[config.mk]
export PLATFORM = sky130hd
export DESIGN_NAME = countdown_mmss
export DESIGN_NICKNAME = d
export VERILOG_FILES = /design/src/rtl/countdown_mmss.sv
export SDC_FILE = /design/constraint.sdc
export NUM_CORES = 1
export LEC_CHECK = 0
export CAP_MARGIN = 20
export CORE_ASPECT_RATIO = 0.7
export CORE_UTILIZATION = 60
export CTS_CLUSTER_DIAMETER = 50
export DETAILED_ROUTE_END_ITERATION = 10
export GPL_ROUTABILITY_DRIVEN = 1
export PLACE_DENSITY_LB_ADDON = 0.25
export RECOVER_POWER = 100
export SKIP_LAST_GASP = 1
export SYNTH_ARGS = -nofsm -noshare
export SYNTH_HDL_FRONTEND = slang
export SYNTH_SLANG_ARGS = --single-unit
[constraint.sdc]
create_clock -name clk -period 4.81 [get_ports clk]
set_input_delay 1.443 -clock clk [delete_from_list [all_inputs] [get_ports clk]]
set_output_delay 1.443 -clock clk [all_outputs]
set_load 0.02 [all_outputs]
[src/rtl/countdown_mmss.sv]
// ============================================================================
// countdown_mmss : four-digit mm:ss BCD countdown timer with 1 s prescaler
// Revision: 1.0
// ============================================================================
`default_nettype none

module countdown_mmss #(
    parameter  int TICK_DIV = 50_000_000,
    localparam int PW       = $clog2(TICK_DIV)
) (
    input  logic       clk,
    input  logic       reset,
    input  logic [1:0] s,
    input  logic       load,
    input  logic [2:0] ld_m_tens,
    input  logic [3:0] ld_m_ones,
    input  logic [2:0] ld_s_tens,
    input  logic [3:0] ld_s_ones,
    output logic [2:0] m_tens,
    output logic [3:0] m_ones,
    output logic [2:0] s_tens,
    output logic [3:0] s_ones,
    output logic       running,
    output logic       expired,
    output logic       done
);

    localparam logic [1:0] ST_IDLE    = 2'd0;
    localparam logic [1:0] ST_RUN     = 2'd1;
    localparam logic [1:0] ST_PAUSED  = 2'd2;
    localparam logic [1:0] ST_EXPIRED = 2'd3;

    localparam logic [1:0] S_RUN   = 2'b01;
    localparam logic [1:0] S_CLEAR = 2'b10;

    localparam logic [PW-1:0] PSC_MAX = PW'(TICK_DIV - 1);

    logic [1:0]    state_q,   state_d;
    logic [PW-1:0] psc_q,     psc_d;
    logic [2:0]    m_tens_q,  m_tens_d;
    logic [3:0]    m_ones_q,  m_ones_d;
    logic [2:0]    s_tens_q,  s_tens_d;
    logic [3:0]    s_ones_q,  s_ones_d;
    logic          running_q, expired_q, done_q, done_d;

    logic [2:0]    dec_m_tens;
    logic [3:0]    dec_m_ones;
    logic [2:0]    dec_s_tens;
    logic [3:0]    dec_s_ones;
    logic          count_nz;
    logic          last_sec;

    function automatic logic [2:0] clamp_tens(input logic [2:0] v);
        return (v > 3'd5) ? 3'd5 : v;
    endfunction

    function automatic logic [3:0] clamp_ones(input logic [3:0] v);
        return (v > 4'd9) ? 4'd9 : v;
    endfunction

    assign count_nz = (m_tens_q != 3'd0) || (m_ones_q != 4'd0) ||
                      (s_tens_q != 3'd0) || (s_ones_q != 4'd0);
    assign last_sec = (m_tens_q == 3'd0) && (m_ones_q == 4'd0) &&
                      (s_tens_q == 3'd0) && (s_ones_q == 4'd1);

    // One-second decrement with borrow; only used while the count is nonzero.
    always_comb begin
        dec_m_tens = m_tens_q;
        dec_m_ones = m_ones_q;
        dec_s_tens = s_tens_q;
        dec_s_ones = s_ones_q;
        if (s_ones_q != 4'd0) begin
            dec_s_ones = s_ones_q - 4'd1;
        end else begin
            dec_s_ones = 4'd9;
            if (s_tens_q != 3'd0) begin
                dec_s_tens = s_tens_q - 3'd1;
            end else begin
                dec_s_tens = 3'd5;
                if (m_ones_q != 4'd0) begin
                    dec_m_ones = m_ones_q - 4'd1;
                end else begin
                    dec_m_ones = 4'd9;
                    if (m_tens_q != 3'd0) begin
                        dec_m_tens = m_tens_q - 3'd1;
                    end
                end
            end
        end
    end

    always_comb begin
        state_d  = state_q;
        psc_d    = psc_q;
        m_tens_d = m_tens_q;
        m_ones_d = m_ones_q;
        s_tens_d = s_tens_q;
        s_ones_d = s_ones_q;
        done_d   = 1'b0;
        if (load) begin
            m_tens_d = clamp_tens(ld_m_tens);
            m_ones_d = clamp_ones(ld_m_ones);
            s_tens_d = clamp_tens(ld_s_tens);
            s_ones_d = clamp_ones(ld_s_ones);
            psc_d    = '0;
            state_d  = ST_IDLE;
        end else if (s == S_CLEAR) begin
            m_tens_d = 3'd0;
            m_ones_d = 4'd0;
            s_tens_d = 3'd0;
            s_ones_d = 4'd0;
            psc_d    = '0;
            state_d  = ST_IDLE;
        end else if (s == S_RUN) begin
            case (state_q)
                ST_IDLE, ST_PAUSED: begin
                    // The entry edge only changes state; counting starts next cycle.
                    if (count_nz) begin
                        state_d = ST_RUN;
                    end
                end
                ST_RUN: begin
                    if (psc_q == PSC_MAX) begin
                        psc_d    = '0;
                        m_tens_d = dec_m_tens;
                        m_ones_d = dec_m_ones;
                        s_tens_d = dec_s_tens;
                        s_ones_d = dec_s_ones;
                        if (last_sec) begin
                            state_d = ST_EXPIRED;
                            done_d  = 1'b1;
                        end
                    end else begin
                        psc_d = psc_q + PW'(1);
                    end
                end
                default: begin
                end
            endcase
        end else if (state_q == ST_RUN) begin
            state_d = ST_PAUSED;
        end
    end

    always_ff @(posedge clk or negedge reset) begin
        if (!reset) begin
            state_q   <= ST_IDLE;
            psc_q     <= '0;
            m_tens_q  <= 3'd0;
            m_ones_q  <= 4'd0;
            s_tens_q  <= 3'd0;
            s_ones_q  <= 4'd0;
            running_q <= 1'b0;
            expired_q <= 1'b0;
            done_q    <= 1'b0;
        end else begin
            state_q   <= state_d;
            psc_q     <= psc_d;
            m_tens_q  <= m_tens_d;
            m_ones_q  <= m_ones_d;
            s_tens_q  <= s_tens_d;
            s_ones_q  <= s_ones_d;
            running_q <= (state_d == ST_RUN);
            expired_q <= (state_d == ST_EXPIRED);
            done_q    <= done_d;
        end
    end

    assign m_tens  = m_tens_q;
    assign m_ones  = m_ones_q;
    assign s_tens  = s_tens_q;
    assign s_ones  = s_ones_q;
    assign running = running_q;
    assign expired = expired_q;
    assign done    = done_q;

endmodule

`default_nettype wire

==> impl_metrics.env <==
export IMPL_core_region_area_sq_um=4400
export IMPL_placed_area_sq_um=3140
export IMPL_drive_gt1_share_pct=5.34
export IMPL_io_buffer_count=35
export IMPL_synth_area_leaders="dfrtp_1 (40%), xnor2_1 (5.0%), nor2_1 (4.2%)"
export IMPL_areaGrowthSynthToFinish_pct=15.7
export IMPL_ys_seq_area_share_pct=40.3
export IMPL_layout_cells_non_filler=392
export IMPL_slew_viol_final=37
export IMPL_wirelength_mm=6.42
export IMPL_grt_pass1_vias=2154
export IMPL_grt_max_degree=46
export IMPL_cts_root_buffer="clkbuf_8"
export IMPL_clk_latency_ns=0.30
export IMPL_swShare_pct=28.4
export IMPL_htreeDepth=2
export IMPL_yosysUniqueCellTypes=57
export IMPL_avgSynthCellArea_sq_um=9.11
export IMPL_grt_overflow_total=0
export IMPL_dp_hpwl_mm=4.50
export IMPL_relSlewSlack_pct=-33.1
export IMPL_power_density_nw_per_um2=267
export IMPL_hold_path_depth=2
export IMPL_finalHoldViolations=0
export IMPL_synth_top_area_share_pct=40.3
export IMPL_drc=0
export IMPL_rsz0062_at_grt="no"
export IMPL_ir_drop_mv=0.184
export IMPL_arrival_ns=4.07
export IMPL_skew_ns=0.00995
export IMPL_wl_per_cell_um=16.4
export IMPL_synth_edf_count=0
export IMPL_cap_violations=1
export IMPL_endpoint_kind="register"
export IMPL_syn_area_sq_um=2800
export IMPL_synth_async_reset_ratio_pct=100
export IMPL_drtAntennaViolNets=0
export IMPL_comb_power_share_pct=19.5
export IMPL_dp_cells=384
export IMPL_final_nets=363
export IMPL_fp_row_count=20
export IMPL_diodes=0
export IMPL_finalInstanceArea_sq_um=3240
export IMPL_initialDrtViolationCount=218
export IMPL_num_vias=2396
export IMPL_clockPowerShare_pct=32.4
export IMPL_fillers=340
export IMPL_cts_inserted_buffers=5
export IMPL_cts_reportedPaths_clkPinSlew_ns=0.08
export IMPL_failed_checks="capacitance limit, slew limit"
export IMPL_antenna_found_initial=0
export IMPL_finalSetupTns_ns=0
export IMPL_fmax_ghz=0.258
export IMPL_crit_required_ns=5.00
export IMPL_hold_path_class="reg2reg"
export IMPL_power_switching_uw=245
export IMPL_period_minus_slack_ns=3.88
export IMPL_gp_congestion=0.891
export IMPL_leakagePower_nw=1.29
export IMPL_path_class="in2reg"
export IMPL_cts_setup_buffers=0
export IMPL_grt_pass1_wl_mm=10.7
export IMPL_status="finished with violations"
export IMPL_period_share_pct=80.7
export IMPL_clockBufferDepth=2
export IMPL_p_seq_share_pct=48.1
export IMPL_yosysWarnings=0
export IMPL_cts_tree="built"
export IMPL_setup_viol=0
export IMPL_critical_path_max_fanout=23
export IMPL_hold_buffers=0
export IMPL_chipWidth_um=83.6
export IMPL_vias_per_cell=6.11
export IMPL_ff2ff_path_depth=7
export IMPL_syn_num_nets=333
export IMPL_cts_repair_resized=0
export IMPL_synth_most_common_cell="dfrtp_1"
export IMPL_netlist_instances=307
export IMPL_ys_top_cells_by_count="dfrtp_1 (45), nor2_1 (31), nand2_1 (30)"
export IMPL_synth_area_leader_cell="dfrtp_1"
export IMPL_whs_ns=0.549
export IMPL_gr_usage_all_layers_pct=27.6
export IMPL_start_util_pct=63.5
export IMPL_detail_route_first_pass_iterations=5
export IMPL_tightest_slew_ns=2.00
export IMPL_pin_count=36
export IMPL_ys_flop_type="dfrtp_1"
export IMPL_worstSetupStartpointType="primary input"
export IMPL_ys_seq_elements=45
export IMPL_cts_sinks=45
export IMPL_die_height_um=59.1
export IMPL_die_area_sq_um=4940
export IMPL_intPower_uw=619
[per-layer routing]
layer / vias to the layer above / track usage (%) / routed length (um)
met1: 1114 / 43.4 / 3170
met4: 0 / 6.05 / 79
met3: 9 / 4.74 / 460
met2: 111 / 39.6 / 2700
li1: 1162 / - / -
met5: - / 0 / 0
[critical path, cell delays in order]
cell           delay, ns
dlygate4sd3_1       0.57
nor2b_1             0.39
or2_0               1.12
o31ai_1             0.23
mux2_2              0.32
[cell families (layout without fill, tap and decap cells)]
| group | count (synthesis) | in the layout | share of synthesized area (%) |
|---|---|---|---|
| AO/OA/AOI/OAI | 61 | 61 | 15.0 |
| adder cells (fa/ha/maj) | 7 | 7 | 3.13 |
| flip-flops | 45 | 45 | 40.3 |
| XOR/XNOR | 18 | 18 | 5.64 |
| buffers and inverters | 30 | 60 | 5.01 |
| AND/OR/NAND/NOR | 138 | 138 | 27.9 |
| multiplexers | 8 | 8 | 3.09 |
[final cells by class]
type / count / area [sq um] / share of cell area (%)
Sequential cell: 45 / 1130 / 34.8
Clock buffer: 5 / 68.8 / 2.13
Tap cell: 55 / 68.8 / 2.13
Multi-Input combinational cell: 232 / 1530 / 47.2
Inverter: 15 / 56.3 / 1.74
Clock inverter: 2 / 35.0 / 1.08
Timing Repair Buffer: 38 / 355 / 11.0
[layout by cell type (no fill, tap or decap), drive strengths merged, types with 3 or more instances in the layout]
master / synthesis / routed
a21oi: 21 / 21
a2bb2oi: 3 / 3
and2: 4 / 4
and3: 5 / 5
and4: 7 / 7
clkbuf: 4 / 9
clkdlybuf4s50: 0 / 15
dfrtp: 45 / 45
dlygate4sd3: 0 / 19
ha: 7 / 7
inv: 15 / 15
mux2i: 6 / 6
nand2: 30 / 30
nand3: 8 / 8
nand3b: 5 / 5
nand4: 9 / 9
nor2: 31 / 31
nor2b: 5 / 5
nor3: 17 / 17
nor3b: 3 / 3
nor4: 7 / 7
o21ai: 16 / 16
o31ai: 4 / 4
xnor2: 16 / 16
[per-stage QoR]
step	util, %	power, mW	worst slack [ns]
5_1_grt	73.5	0.902	0.735
6_report	73.5	0.864	0.929
3_5_place_dp	71.4	0.598	1.20
2_1_floorplan	-	0.519	1.95
4_1_cts	73.7	0.880	1.51
3_3_place_gp	71.4	0.594	1.26
[worst paths after layout]
| check | from | to | slack, ns |
|---|---|---|---|
| min in group asynchronous | reset | psc_q[2]$_DFFE_PN0P_ | 1.07 |
| worst min register to register | psc_q[25]$_DFFE_PN0P_ | psc_q[25]$_DFFE_PN0P_ | 0.55 |
| worst max-delay path | s[0] | m_ones[3]$_DFFE_PN0P_ | 0.93 |
| worst max register to register | psc_q[0]$_DFFE_PN0P_ | s_ones[3]$_DFFE_PN0P_ | 2.27 |
| worst min-delay path | psc_q[25]$_DFFE_PN0P_ | psc_q[25]$_DFFE_PN0P_ | 0.55 |
| max in group asynchronous | reset | psc_q[24]$_DFFE_PN0P_ | 1.50 |
[power groups by stage]
stage / Sequential [mW] / Combinational [mW] / Clock, mW
finish: 0.416 / 0.169 / 0.280
global route: 0.418 / 0.186 / 0.298
CTS: 0.416 / 0.177 / 0.288
detailed placement: 0.423 / 0.176 / 0
global placement: 0.422 / 0.172 / 0
floorplan: 0.438 / 0.0806 / 0
[state kept, by name, summed over array words and instances (netlist names)]
name,cells
m_ones,4
s_ones,4
psc_q,26
state_q,2
done,1
running,1
expired,1
m_tens,3
s_tens,3
No activity file was read; power rests on OpenSTA's default activity.
